<file path="src/rtl/tt_arb_pkg.sv">
// tt_arb_pkg: state encodings, sizing and uo_out bit positions shared by the 8-way arbiter
package tt_arb_pkg;
  localparam int N_REQ = 8;
  localparam int CNT_W = 4;
  localparam int IDX_W = 3;
  localparam int UO_IDX = 0;
  localparam int UO_VALID = 3;
  localparam int UO_TO = 4;
  localparam int UO_BUSY = 5;
  localparam int UO_ST = 6;
  typedef enum logic [1:0] {ST_IDLE = 2'd0, ST_GRANT = 2'd1, ST_GAP = 2'd2} state_t;
endpackage

</file>
<file path="src/rtl/arb_pick.sv">
// arb_pick: combinational winner select, fixed (highest index) or round-robin from last+1
module arb_pick import tt_arb_pkg::*; #(
  parameter int NR = N_REQ
) (
  input  logic [NR-1:0]    req,
  input  logic [IDX_W-1:0] last,
  input  logic             mode,
  output logic [IDX_W-1:0] idx,
  output logic             any
);
  // scan from lowest priority to highest so the last hit is the winner
  always_comb begin
    idx = '0;
    any = |req;
    for (int i = NR - 1; i >= 0; i--)
      if (mode ? req[(int'(last) + 1 + i) % NR] : req[NR - 1 - i])
        idx = mode ? IDX_W'((int'(last) + 1 + i) % NR) : IDX_W'(NR - 1 - i);
  end
endmodule

</file>
<file path="src/rtl/tt_um_rr_arb8.sv">
// tt_um_rr_arb8: 8-way fixed/round-robin arbiter, IDLE -> GRANT -> GAP; define ARB_TIMEOUT_EN
// to add a hold-limit timeout (limit L on uio_in[7:4], pulse on uo_out[4]).
module tt_um_rr_arb8 #(
  parameter int N_REQ = tt_arb_pkg::N_REQ,
  parameter int CNT_W = tt_arb_pkg::CNT_W
) (
  input  logic       clk,
  input  logic       rst_n,
  input  logic       ena,
  input  logic [7:0] ui_in,
  input  logic [7:0] uio_in,
  output logic [7:0] uo_out,
  output logic [7:0] uio_out,
  output logic [7:0] uio_oe
);
  import tt_arb_pkg::*;
  state_t state_q, state_d;
  logic [IDX_W-1:0] idx_q, idx_d, last_q, last_d, pick_idx;
  logic pick_any, to_q, to_d, rel, tmo, unused;
  assign uio_out = '0;
  assign uio_oe = '0;
  // dropping the granted request counts as a release
  assign rel = uio_in[0] | ~ui_in[idx_q];
  arb_pick #(.NR(N_REQ)) u_pick (
    .req (ui_in[N_REQ-1:0]),
    .last(last_q),
    .mode(uio_in[1]),
    .idx (pick_idx),
    .any (pick_any)
  );
`ifdef ARB_TIMEOUT_EN
  logic [CNT_W-1:0] cnt_q, cnt_d, lim_q, lim_d;
  assign unused = ^{ena, uio_in[3:2]};
  assign tmo = lim_q != '0 && cnt_q == lim_q && !rel;
  always_comb begin
    cnt_d = state_q == ST_GRANT ? cnt_q + CNT_W'(1) : CNT_W'(1);
    lim_d = state_q == ST_IDLE ? CNT_W'(uio_in[7:4]) : lim_q;
  end
  always_ff @(posedge clk)
    if (!rst_n) begin
      cnt_q <= '0;
      lim_q <= '0;
    end else begin
      cnt_q <= cnt_d;
      lim_q <= lim_d;
    end
`else
  localparam int unused_cnt_w = CNT_W;
  assign unused = ^{ena, uio_in[7:2]};
  assign tmo = 1'b0;
`endif
  always_ff @(posedge clk)
    if (!rst_n) state_q <= ST_IDLE;
    else state_q <= state_d;
  always_comb begin
    state_d = ST_IDLE;
    case (state_q)
      ST_IDLE:  state_d = pick_any ? ST_GRANT : ST_IDLE;
      ST_GRANT: state_d = rel || tmo ? ST_GAP : ST_GRANT;
      default:  state_d = ST_IDLE;
    endcase
  end
  always_comb begin
    idx_d = state_q == ST_IDLE ? pick_idx : idx_q;
    last_d = state_q == ST_GRANT && state_d == ST_GAP ? idx_q : last_q;
    to_d = state_q == ST_GRANT && tmo;
  end
  always_ff @(posedge clk)
    if (!rst_n) begin
      idx_q <= '0;
      last_q <= IDX_W'(N_REQ - 1);
      to_q <= 1'b0;
    end else begin
      idx_q <= idx_d;
      last_q <= last_d;
      to_q <= to_d;
    end
  always_comb begin
    uo_out = '0;
    uo_out[UO_IDX +: IDX_W] = state_q == ST_GRANT ? idx_q : '0;
    uo_out[UO_VALID] = state_q == ST_GRANT;
    uo_out[UO_TO] = to_q;
    uo_out[UO_BUSY] = state_q != ST_IDLE;
    uo_out[UO_ST +: 2] = state_q;
  end
endmodule

</file>
<file path="config.mk">
export PLATFORM = sky130hd
export DESIGN_NAME = tt_um_rr_arb8
export DESIGN_NICKNAME = d
export VERILOG_FILES = /design/src/rtl/tt_arb_pkg.sv /design/src/rtl/arb_pick.sv /design/src/rtl/tt_um_rr_arb8.sv
export SDC_FILE = /design/constraint.sdc
export NUM_CORES = 1
export LEC_CHECK = 0
export ABC_AREA = 1
export BUFFER_PORTS_ARGS = -buffer_cell sky130_fd_sc_hd__buf_2
export CAP_MARGIN = 20
export CORE_ASPECT_RATIO = 1.5
export CORE_MARGIN = 5
export CORE_UTILIZATION = 40
export DETAILED_ROUTE_END_ITERATION = 7
export PLACE_DENSITY = 0.67
export SETUP_SLACK_MARGIN = 0.15
export SLEW_MARGIN = 10
export SYNTH_ARGS = -nofsm -noshare
export SYNTH_HDL_FRONTEND = slang
export SYNTH_SLANG_ARGS = --single-unit
</file>
<file path="constraint.sdc">
create_clock -name clk -period 2.6 [get_ports clk]
set_clock_uncertainty 0.2 [all_clocks]
set_input_delay 0.26 -clock clk [delete_from_list [all_inputs] [get_ports clk]]
set_output_delay 0.26 -clock clk [all_outputs]
set_load 0.05 [all_outputs]
</file>
After elaboration in Yosys (flattened, before gate mapping)
Index checks and enable logic that the tools add are counted.
Widths: inputs -> output; s select.
{"block": "word_totals", "ff_bits": 8, "inputBits": 19, "out_inout_bits": 24}
{"block": "classes", "addsub": 8, "magnitude_cmp": 9, "n_eq_ne": 2, "mux": 54, "bitwise_logic": 10, "n_reduce_logical": 12}
{"cell": "$add 32x4->32 const B", "count": 4}
{"cell": "$add 32x3->32 const B", "count": 2}
{"cell": "$mux 3", "count": 17}
{"cell": "$lt 4x5->1 const B", "count": 8}
{"cell": "$add 32x2->32 const B", "count": 1}
{"cell": "$bmux 1 s3", "count": 9}
{"cell": "$mux 1", "count": 26}
{"cell": "$reduce_or 3->1", "count": 8}
{"cell": "$reduce_or 8->1", "count": 1}
{"cell": "$and 1x1->1", "count": 7}
{"cell": "$add 3x1->4 const B", "count": 1}
{"cell": "$lt 3x4->1 const B", "count": 1}
{"cell": "$pmux 2 s2", "count": 1}
{"cell": "$eq 2x1->1 const B", "count": 1}
{"cell": "$eq 2x2->1 const B", "count": 1}
{"cell": "$logic_not 2->1", "count": 1}
{"cell": "$mux 2", "count": 1}
{"cell": "$reduce_bool 2->1", "count": 1}
{"cell": "$and 1x1->1 const A", "count": 1}
{"cell": "$logic_and 1x1->1", "count": 1}
{"cell": "$not 1->1", "count": 1}
{"cell": "$or 1x1->1", "count": 1}

Depth between registers and ports, before layout
Gate-level depths: netlist of run 1.
{"block": "depth", "ltp_word": 16, "mapped_depth": 21}

Cells and area by module
Synthesis of run 1 repeated with hierarchy kept, for this count alone.
{"block": "hier_totals", "hier_cells": 266, "hier_area_um2": 1502.7}
{"mod": "arb_pick", "n_inst": 1, "cells_per_inst": 184, "area_per_inst_um2": 944.7}
{"mod": "tt_um_rr_arb8", "n_inst": 1, "cells_per_inst": 82, "area_per_inst_um2": 558.0}

Least setup slack after synthesis of run 1
OpenSTA, ideal clock, no wires.
{"block": "synth_path", "kind": "register -> register", "start": "reg state_q[0]", "end": "reg last_q[2]", "setup_time_ns": 0.074, "arrival_ns": 2.572, "t_required_ns": 2.326, "path_slack_ns": -0.246, "stages_incl_launch_ff": 7, "period_less_slack_ns": 2.846, "path_cell_list": "dfxtp_1 > inv_1 > nor2_1 > inv_1 > nor2_1 > a21oi_1 > o21ai_0"}
{"block": "synth_between", "elab_chain_cells": 4, "elab_cells_between_ends": 5, "classes_between": "eq/ne: 2; mux: 1; reduce/logical: 2"}
{"element": "start: declaration", "line_no": "tt_um_rr_arb8.sv:17", "source": "state_t state_q, state_d;"}
{"element": "start signal: assignment", "line_no": "tt_um_rr_arb8.sv:54", "source": "else state_q <= state_d;"}
{"element": "$eq 2x1->1 (*)"}
{"element": "net uo_out[3]", "line_no": "tt_um_rr_arb8.sv:12", "source": "output logic [7:0] uo_out,"}
{"element": "$pmux 2 s2", "line_no": "tt_um_rr_arb8.sv:57", "source": "case (state_q)"}
{"element": "$eq 2x2->1", "line_no": "tt_um_rr_arb8.sv:65", "source": "last_d = state_q == ST_GRANT && state_d == ST_GAP ? idx_q : last_q;"}
{"element": "$logic_and 1x1->1 (*)", "line_no": "tt_um_rr_arb8.sv:65"}
{"element": "end signal: assignment", "line_no": "tt_um_rr_arb8.sv:71", "source": "last_q <= IDX_W'(N_REQ - 1);"}
{"element": "end signal: assignment", "line_no": "tt_um_rr_arb8.sv:75", "source": "last_q <= last_d;"}
{"element": "end: declaration", "line_no": "tt_um_rr_arb8.sv:18", "source": "logic [IDX_W-1:0] idx_q, idx_d, last_q, last_d, pick_idx;"}
Mark *: on every way through the listed nets, which the timed path passes. The rest lies on a longest branch.
A chain may end at the register's enable or synchronous reset.

Worst setup path after layout of run 1
{"block": "layout_path", "start": "reg last_q[0]", "end": "reg idx_q[1]"}
{"block": "layout_between", "elab_chain_cells": 14, "elab_cells_between_ends": 56, "classes_between": "add/sub: 8; mux: 48"}
{"element": "$add 3x1->4 (*)", "line_no": "arb_pick.sv:16", "source": "if (mode ? req[(int'(last) + 1 + i) % NR] : req[NR - 1 - i])"}
{"element": "$add 32x4->32", "line_no": "arb_pick.sv:16"}
{"element": "$bmux 1 s3", "line_no": "arb_pick.sv:16"}
{"element": "$mux 1 (not written as such) (2 in a row)", "line_no": "arb_pick.sv:16"}
{"element": "$mux 1", "line_no": "arb_pick.sv:16"}
{"element": "$mux 3 (7 in a row)", "line_no": "arb_pick.sv:16"}
{"element": "$mux 3 (*)", "line_no": "arb_pick.sv:16"}
{"element": "end signal: assignment", "line_no": "tt_um_rr_arb8.sv:74", "source": "idx_q <= idx_d;"}
{"element": "end: declaration", "line_no": "tt_um_rr_arb8.sv:18"}
Every way passes the cells marked *; elsewhere a longest branch is shown, timed or not. The select of a mux whose other input is x is not followed.

==> results.yml, run 1 <==
drt:
  ant_nets: 0
  drtPass1Iterations: 4
  routed_wl_mm: 3.89
  met3_length_um: 144
  viasPerCell: 4.96
  drc_errors: 0
  highest_layer: "met4"
  avgRoutedWirePerCell_um: 12.0
  wl_met1_mm: 1.52
  vias: 1601
  drt_iter0_markers: 50
  wl_met2_mm: 2.14
finish:
  nets: 304
  synthToLayoutAreaGrowth_pct: 19.2
  instances_no_fill: 323
  mostFrequentLayoutCells: "80 x nand2_1, 34 x inv_1, 20 x nand2_2, 18 x buf_2, 17 x conb_1"
  layout-drive-gt1-share: 0.281
  fin_area_um2: 1660
  n_antenna_cell: 0
  final_common_cell: "nand2_1"
clocking:
  root_buffer: "clkbuf_8"
  insertion_delay_ns: 0.23
  hold_buffers: 0
  cts_tree: "yes"
  clk_path_buf_depth: 2
  cts.htree.levels: 1
  numCtsBuffers: 3
  cts.clk_slew.worst_paths_ns: 0.04
  cts_sinks: 8
synth:
  synth_area_leaders: "nand2_1 23%, dfxtp_1 12%, buf_4 10%, inv_1 9.2%, nand2_2 6.7%"
  syn_area_um2: 1390
  ys_seq_area_frac: 0.115
  ys_ff_latch: 8
  netlist_instances: 257
  netlist.top_cell.by_area: "nand2_1"
  yosysUniqueCellTypes: 29
  netlist.area_leader.share: 0.232
  syn_area_per_cell_um2: 5.41
  synth.yosys.warnings: 0
global_route:
  grt-ovfl-total: 0
  grtUsageTotal: 0.162
  grt_pass1_vias: 1479
  grt_pass1_wl_mm: 6.20
  grt_antenna_before_repair: 0
  grt_max_degree: 15
die:
  core-area_um2: 3380
  die_area_um2: 4780
  io_pins: 43
  row_count: 26
  initial_core_util: 0.411
  die_x_um: 58.2
  die_y_um: 82.2
placed_design:
  postPlaceCellArea_um2: 1480
  dp_cells: 317
  hpwl_mm: 3.17
  gp_congestion: 0.955
  io_buffers: 18
  dpl_worst_slack_ns: 0.128
timing:
  fin_crit_ns: 2.28
  final.setup.tns_ns: 0
  worst_slack_ns: 0.321
  period_share: 0.876
  fmax_mhz: 439
  rsz0062_at_grt: "false"
  setup_viol: 0
  maxSlewViolCount: 0
  hold_viol: 0
min_path:
  whs_path_depth: 3
  hold_class: "in2reg"
  min_from: "rst_n"
  holdPathEnd: "idx_q[2]"
power:
  swShare: 0.558
  p_int_uw: 670
  leakage_uw: 0.000939
  p_seq_frac: 0.121
  clock_power_share: 0.099
  combinationalPowerShare: 0.779
  p_switching_uw: 846
  p_per_area_nw_per_um2: 914
  ir_worst_vdd_uv: 528
worst_setup_path:
  cp-start-kind: "flop"
  crit_chain: "inv_2 > ha_4 > buf_8 > nand2_2 > nand2_4 > nand2_1 > o21ai_1 > nand2_1 > nand3_2 > nand2_2 > nand2_1 > nand3_2 > nand2_1 > nand2_1 > nand2_1 > nand2_1 > nand2_1 > nand2_1 > nand2_1 > a21oi_1"
  end_kind: "flop"
  crit_top_cell: "nand2_1"
  reg2reg_to: "idx_q[1]"
  cp.arrival_ns: 2.18
  cp.required_ns: 2.50
  critPathKind: "reg2reg"
  cp_max_fo: 6
  reg2regPathDepth: 20
  slowest_delay_ns: 0.34
  rr_startpoint: "last_q[0]"
  crit_path_top_delay_cell: "dfxtp_2"
  r2r_slack_ns: 0.32
run_status:
  outcome: "finished, final reports clean"
run:
  cap_violations: 0
[metal layers]
layer / up-vias / track usage
met2: 43 / 0.333
met1: 719 / 0.168
li1: 830 / -
met4: 0 / 0.0603
met3: 9 / 0.00622
met5: - / 0
[power by group through the flow]
stage,logic [µW],clock network (µW),registers [µW]
detailed placement,1020,0,182
floorplan,828,0,192
CTS,1030,153,181
global placement,1010,0,181
global route,1320,159,188
finish,1180,151,184
[worst max-delay path: cells and delay by family, from the launching register on]
family | cells | cell delay (ns)
compound gates | 2 | 0.14
simple gates | 15 | 0.97
buf+inv | 2 | 0.18
flops | 1 | 0.34
fa+ha+maj | 1 | 0.31
[flip-flops by register name (all words and copies together) (netlist names)]
register and flops:
idx_q 3, state_q 2, last_q 3
[cell families after synthesis]
kind of cell    Yosys count  share of synthesized area
simple gates            148                      0.483
compound gates           41                      0.170
other cells               1                    0.00270
buf+inv                  57                      0.211
flops                     8                      0.115
fa+ha+maj                 2                     0.0180
[worst max-delay path by stage]
| stage | to | start | slack [ns] |
|---|---|---|---|
| global placement | idx_q[0] | last_q[0] | 0.14 |
| global route | idx_q[1] | last_q[0] | 0.14 |
| finish | idx_q[1] | last_q[0] | 0.32 |
| CTS | idx_q[0] | last_q[0] | 0.18 |
| floorplan | idx_q[0] | last_q[0] | 0.17 |
| detailed placement | idx_q[0] | last_q[0] | 0.13 |
[what timing repair did]
item                       4_1_cts  5_1_grt
gates cloned                     0        1
pin swaps                        0        6
setup endpoints to repair        2        3
buffers inserted                 0        2
gates resized for setup          2       21
[cell type report]
cell class	instances	area, µm²
Clock buffer	3	41.3
Multi-Input combinational cell	208	1090
Sequential cell	8	163
Timing Repair Buffer	26	175
Inverter	36	138
Tap cell	42	52.6
Fill cell	377	1730
[synthesized netlist by cell type]
master and number:
nand2_1 86, inv_1 34, buf_4 19, nand3_1 18
nor2_1 17, nand2_2 15, o21ai_0 13, a21oi_1 12
dfxtp_1 8, o21ai_1 7, nand3_2 5, nand4_1 3
a31o_2 2, ha_1 2, inv_2 2, a21oi_2 1
a22oi_1 1, a31oi_1 1, and2_4 1, buf_2 1
buf_6 1, conb_1 1, nand2_4 1, nand3b_1 1
nor3_1 1, o211ai_1 1, o211ai_2 1, o21a_1 1
o21ai_2 1
[stage by stage]
stage	util	total power (µW)	hold slack, ns
final	0.490	1520	0.0916
after global routing	0.490	1660	0.106
after CTS	0.452	1360	0.0889
after detailed placement	0.438	1200	0.315
after global placement	0.438	1190	0.315
after floorplan	-	1020	0.202
No activity file was read; power rests on OpenSTA's default activity.
==> inputs of run 2 (changes only) <==
--- a/config.mk
+++ b/config.mk
@@ -12,7 +12,7 @@
 export CORE_MARGIN = 5
 export CORE_UTILIZATION = 40
 export DETAILED_ROUTE_END_ITERATION = 7
-export PLACE_DENSITY = 0.67
+export PLACE_DENSITY = 0.72
 export SETUP_SLACK_MARGIN = 0.15
 export SLEW_MARGIN = 10
 export SYNTH_ARGS = -nofsm -noshare
==> run 2 against run 1 <==
Against the previous run:
- sequential share of layout area is 0.39 points higher
- flip-flop and latch count stayed put
- non-clock buffer count grew 1
- cell count rose by 0.31%
- critical path type unchanged
- critical endpoint is now idx_q[0]
- largest cell class unchanged
==> results.yml, run 2 (synthesis results as in run 1) <==
clocking:
  hold_buffers: 0
  cts_tree: "yes"
  cts.clk_slew.worst_paths_ns: 0.04
  cts.htree.levels: 1
  cts_sinks: 8
  insertion_delay_ns: 0.23
  clk_path_buf_depth: 2
  numCtsBuffers: 3
  root_buffer: "clkbuf_8"
timing:
  period_share: 0.895
  fmax_mhz: 430
  setup_viol: 0
  fin_crit_ns: 2.33
  maxSlewViolCount: 0
  hold_viol: 0
  final.setup.tns_ns: 0
  hold_slack_ns: 0.0929
  rsz0062_at_grt: "false"
global_route:
  grtUsageTotal: 0.164
  use_met3: 0.0124
  grt_pass1_wl_mm: 6.15
  grt_max_degree: 15
  grt_pass1_vias: 1456
  grt-ovfl-total: 0
  grt_antenna_before_repair: 0
  globalRouteMet1Util: 0.163
  busiest_layer: "met2"
  grt_use_met2: 0.329
placed_design:
  hpwl_mm: 3.20
  io_buffers: 18
  gp_congestion: 0.935
run_status:
  outcome: "finished, final reports clean"
drt:
  viasPerCell: 5.04
  vias: 1634
  routed_wl_mm: 3.91
  drtPass1Iterations: 4
  drc_errors: 0
  drt_iter0_markers: 50
  ant_nets: 0
  avgRoutedWirePerCell_um: 12.1
worst_setup_path:
  crit_top_cell: "nand2_1"
  critPathKind: "reg2reg"
  reg2reg_to: "idx_q[0]"
  endpoint: "idx_q[0]"
  crit_path_top_delay_cell: "dfxtp_4"
  cp_max_fo: 8
  cp-start-kind: "flop"
  rr_startpoint: "last_q[0]"
  r2r_slack_ns: 0.27
  cp-startpoint: "last_q[0]"
  end_kind: "flop"
  cp.arrival_ns: 2.29
  cp.required_ns: 2.56
  crit_chain: "inv_2 > ha_4 > buf_8 > nand2_1 > nand2_2 > nand2_1 > o21ai_2 > nand2_1 > nand3_2 > nand2_2 > inv_1 > o21ai_1 > nand2_1 > nand2_1 > nand2_1 > a21oi_1 > nand2_1 > a21oi_2"
  reg2regPathDepth: 18
  slowest_delay_ns: 0.36
die:
  io_pins: 43
  die_x_um: 58.2
  core-area_um2: 3380
  row_count: 26
  die_y_um: 82.2
  initial_core_util: 0.411
  die_area_um2: 4780
finish:
  layout-drive-gt1-share: 0.270
  mostFrequentLayoutCells: "84 x nand2_1, 34 x inv_1, 18 x buf_2, 17 x nand2_2, 17 x conb_1"
  synthToLayoutAreaGrowth_pct: 16.4
  reg_top3: "idx_q (3), last_q (3), state_q (2)"
  nets: 305
  utilization: 0.479
  final_common_cell: "nand2_1"
  n_antenna_cell: 0
power:
  ir_worst_vdd_uv: 505
  p_per_area_nw_per_um2: 902
  design_power_total_uw: 1460
  leakage_uw: 0.000932
min_path:
  hold_class: "in2reg"
run:
  cap_violations: 0
-- run 2: cell count changes in the layout (fill, tap and decap cells not counted), moves of 2 or more --
cell,previous run,this run
nand2_1,80,84
nand2_2,20,17
a21oi_1,10,12
a21oi_2,3,1
buf_4,6,8
-- run 2: per-stage QoR --
step	worst slack, ns	std cells	cell area, µm²
floorplan	0.165	273	1460
global placement	0.112	318	1490
detailed placement	0.0832	318	1490
CTS	0.158	321	1540
global route	0.148	324	1620
finish	0.274	324	1620
-- run 2: per-layer routing --
layer | share of wire | routed length, µm
met1 | 0.37 | 1460
met2 | 0.54 | 2100
met3 | 0.049 | 191
met4 | 0.040 | 157
met5 | 0 | 0
-- run 2: repair_timing --
action,in CTS,in global routing
setup endpoints to repair,3,3
pin swaps,0,8
resized for setup,2,15
setup buffers,0,3
hold endpoints to repair,0,0
-- run 2: cell type report --
class / count / area [µm²]
multi-input cells: 208 / 1060
inverters: 36 / 138
repair buffers: 27 / 165
fillers: 374 / 1760
clock buffers: 3 / 41.3
flip-flops and latches: 8 / 165
well taps: 42 / 52.6
-- run 2: power breakdown --
part           internal, µW  total (µW)  switching, µW
combinational           381        1120            743
sequential              154         186           32.5
clock                   100         150           49.7
total                   635        1460            825
-- run 2: critical path, delay by kind of cell (launching register included) --
| family | cells | cell delay, ns |
|---|---|---|
| and+or+nand+nor | 10 | 0.81 |
| buffers and inverters | 3 | 0.23 |
| adders and majority gates | 1 | 0.23 |
| AOI/OAI and AO/OA | 4 | 0.42 |
| DFF | 1 | 0.36 |
-- run 2: how the worst min path moves through the flow --
stage,startpoint,to,slack (ns),depth (start not counted)
after floorplan,rst_n,idx_q[2],0.20,2
after global placement,idx_q[1],idx_q[1],0.30,2
after detailed placement,idx_q[1],idx_q[1],0.31,2
after CTS,rst_n,idx_q[2],0.09,3
after global routing,rst_n,idx_q[2],0.13,3
final,rst_n,idx_q[2],0.09,3
==> inputs of run 3 (changes only) <==
--- a/config.mk
+++ b/config.mk
@@ -11,6 +11,7 @@
 export CORE_ASPECT_RATIO = 1.5
 export CORE_MARGIN = 5
 export CORE_UTILIZATION = 40
+export CTS_BUF_LIST = sky130_fd_sc_hd__clkbuf_16
 export DETAILED_ROUTE_END_ITERATION = 7
 export PLACE_DENSITY = 0.72
 export SETUP_SLACK_MARGIN = 0.15
==> run 3 against run 2 <==
Against the previous run:
- register-to-register slack about the same
- flip-flop and latch count unchanged
- fmax about the same
- core utilization increased by 1.5 points
- die area unchanged
- cell count increased by 0.31%
- critical path depth unchanged
- sequential power about the same
==> results.yml, run 3 (synthesis results as in run 1) <==
worst_setup_path:
  end_kind: "flop"
  cp_top_family: "simple AND/OR/NAND/NOR gates"
  cp-startpoint: "last_q[0]"
  reg2reg_to: "idx_q[0]"
  cp_max_fo: 7
  cp.arrival_ns: 2.29
  cp-start-kind: "flop"
  reg2regPathDepth: 18
  slowest_delay_ns: 0.35
  crit_path_top_delay_cell: "dfxtp_2"
  r2r_slack_ns: 0.28
  endpoint: "idx_q[0]"
  path_buf_inv: 3
  critPathKind: "reg2reg"
  crit_chain: "inv_2 > ha_4 > buf_8 > nand2_1 > nand2_4 > nand2_1 > o21ai_2 > nand2_1 > nand3_2 > nand2_2 > inv_1 > o21ai_1 > nand2_1 > nand2_1 > nand2_1 > a21oi_1 > nand2_1 > a21oi_2"
  crit_top_cell: "nand2_1"
  cp.required_ns: 2.57
  rr_startpoint: "last_q[0]"
  cp.depth: 18
drt:
  avgRoutedWirePerCell_um: 12.3
  drc_errors: 0
  drtPass1Iterations: 4
  drt_iter0_markers: 52
  ant_nets: 0
  routed_wl_mm: 4.01
  viasPerCell: 5.20
  vias: 1690
die:
  io_pins: 43
  die_y_um: 82.2
  row_count: 26
  die_x_um: 58.2
  die_area_um2: 4780
  core-area_um2: 3380
  initial_core_util: 0.411
clocking:
  cts.clk_slew.worst_paths_ns: 0.04
  clk_path_buf_depth: 2
  insertion_delay_ns: 0.23
  cts_sinks: 8
  root_buffer: "clkbuf_16"
  hold_buffers: 0
  cts.htree.levels: 1
  numCtsBuffers: 3
  cts_tree: "yes"
finish:
  n_antenna_cell: 0
  utilization: 0.493
  layout-drive-gt1-share: 0.279
  synthToLayoutAreaGrowth_pct: 20.0
  fill_cells: 365
  mostFrequentLayoutCells: "83 x nand2_1, 34 x inv_1, 18 x buf_2, 17 x nand2_2, 17 x conb_1"
  reg_top3: "idx_q (3), last_q (3), state_q (2)"
  nets: 306
  final_common_cell: "nand2_1"
timing:
  fin_crit_ns: 2.32
  hold_slack_ns: 0.0973
  final.setup.tns_ns: 0
  rsz0062_at_grt: "false"
  maxSlewViolCount: 0
  setup_viol: 0
  fmax_mhz: 430
  hold_viol: 0
  period_share: 0.894
min_path:
  hold_class: "in2reg"
placed_design:
  hpwl_mm: 3.20
  gp_congestion: 0.935
  io_buffers: 18
global_route:
  grt_max_degree: 15
  grt_pass1_vias: 1489
  grtUsageTotal: 0.165
  grt-ovfl-total: 0
  grt_pass1_wl_mm: 6.20
  grt_antenna_before_repair: 0
run:
  cap_violations: 0
power:
  p_per_area_nw_per_um2: 952
  ir_worst_vdd_uv: 628
  leakage_uw: 0.000955
run_status:
  outcome: "finished, final reports clean"
[run 3: changes by cell type in the layout (fill, tap and decap cells not counted)]
cell	previous run	this run
clkbuf_16	0	3
buf_4	8	9
o21ai_2	3	4
dfxtp_4	1	0
clkbuf_8	3	0
nand2_4	1	2
dfxtp_2	1	2
nand2_1	84	83
o21ai_1	5	4
[run 3: worst min-delay path by stage]
| stage | from | endpoint | depth (start not counted) | slack, ns |
|---|---|---|---|---|
| floorplan | rst_n | idx_q[2] | 2 | 0.20 |
| global placement | idx_q[1] | idx_q[1] | 2 | 0.30 |
| detailed placement | idx_q[1] | idx_q[1] | 2 | 0.31 |
| CTS | rst_n | idx_q[2] | 3 | 0.1 |
| global route | rst_n | idx_q[2] | 3 | 0.12 |
| finish | rst_n | idx_q[2] | 3 | 0.1 |
[run 3: worst reg2reg max path, stage by stage, from the launching register on]
cell	delay (ns)
dfxtp_2	0.35
inv_2	0.06
ha_4	0.23
buf_8	0.13
nand2_1	0.11
nand2_4	0.09
nand2_1	0.09
o21ai_2	0.06
nand2_1	0.07
nand3_2	0.09
nand2_2	0.11
inv_1	0.05
o21ai_1	0.12
nand2_1	0.07
nand2_1	0.07
nand2_1	0.05
a21oi_1	0.12
nand2_1	0.08
a21oi_2	0.10
[run 3: per-layer routing]
metal / up-vias / track usage / wire [µm] / part of all wire
met4: 0 / 0.0974 / 196 / 0.049
met3: 23 / 0.0171 / 232 / 0.058
met5: - / 0 / 0 / 0
met1: 754 / 0.158 / 1420 / 0.35
met2: 80 / 0.331 / 2170 / 0.54
li1: 833 / - / - / -
[run 3: layout make-up]
cell class	count	area, µm²	share of cell area
multi-input cells	208	1070	0.640
repair buffers	28	173	0.103
flip-flops and latches	8	163	0.0975
inverters	36	138	0.0825
clock buffers	3	75.1	0.0450
well taps	42	52.6	0.0315
[run 3: repair_timing]
item,4_1_cts,5_1_grt
setup endpoints to repair,3,3
resized for setup,2,17
pin swaps,0,8
setup buffers,0,4
[run 3: stage by stage]
stage	cell area [µm²]	worst slack, ns	total power, µW	cells
6_report	1670	0.276	1590	325
5_1_grt	1670	0.136	1730	325
4_1_cts	1570	0.159	1470	321
3_5_place_dp	1490	0.0832	1210	318
3_3_place_gp	1490	0.112	1190	318
2_1_floorplan	1460	0.165	1020	273
[run 3: power breakdown]
group	internal [µW]	total, µW	switching (µW)
clock	198	257	58.7
combinational	393	1150	754
sequential	153	185	31.9
total	745	1590	845
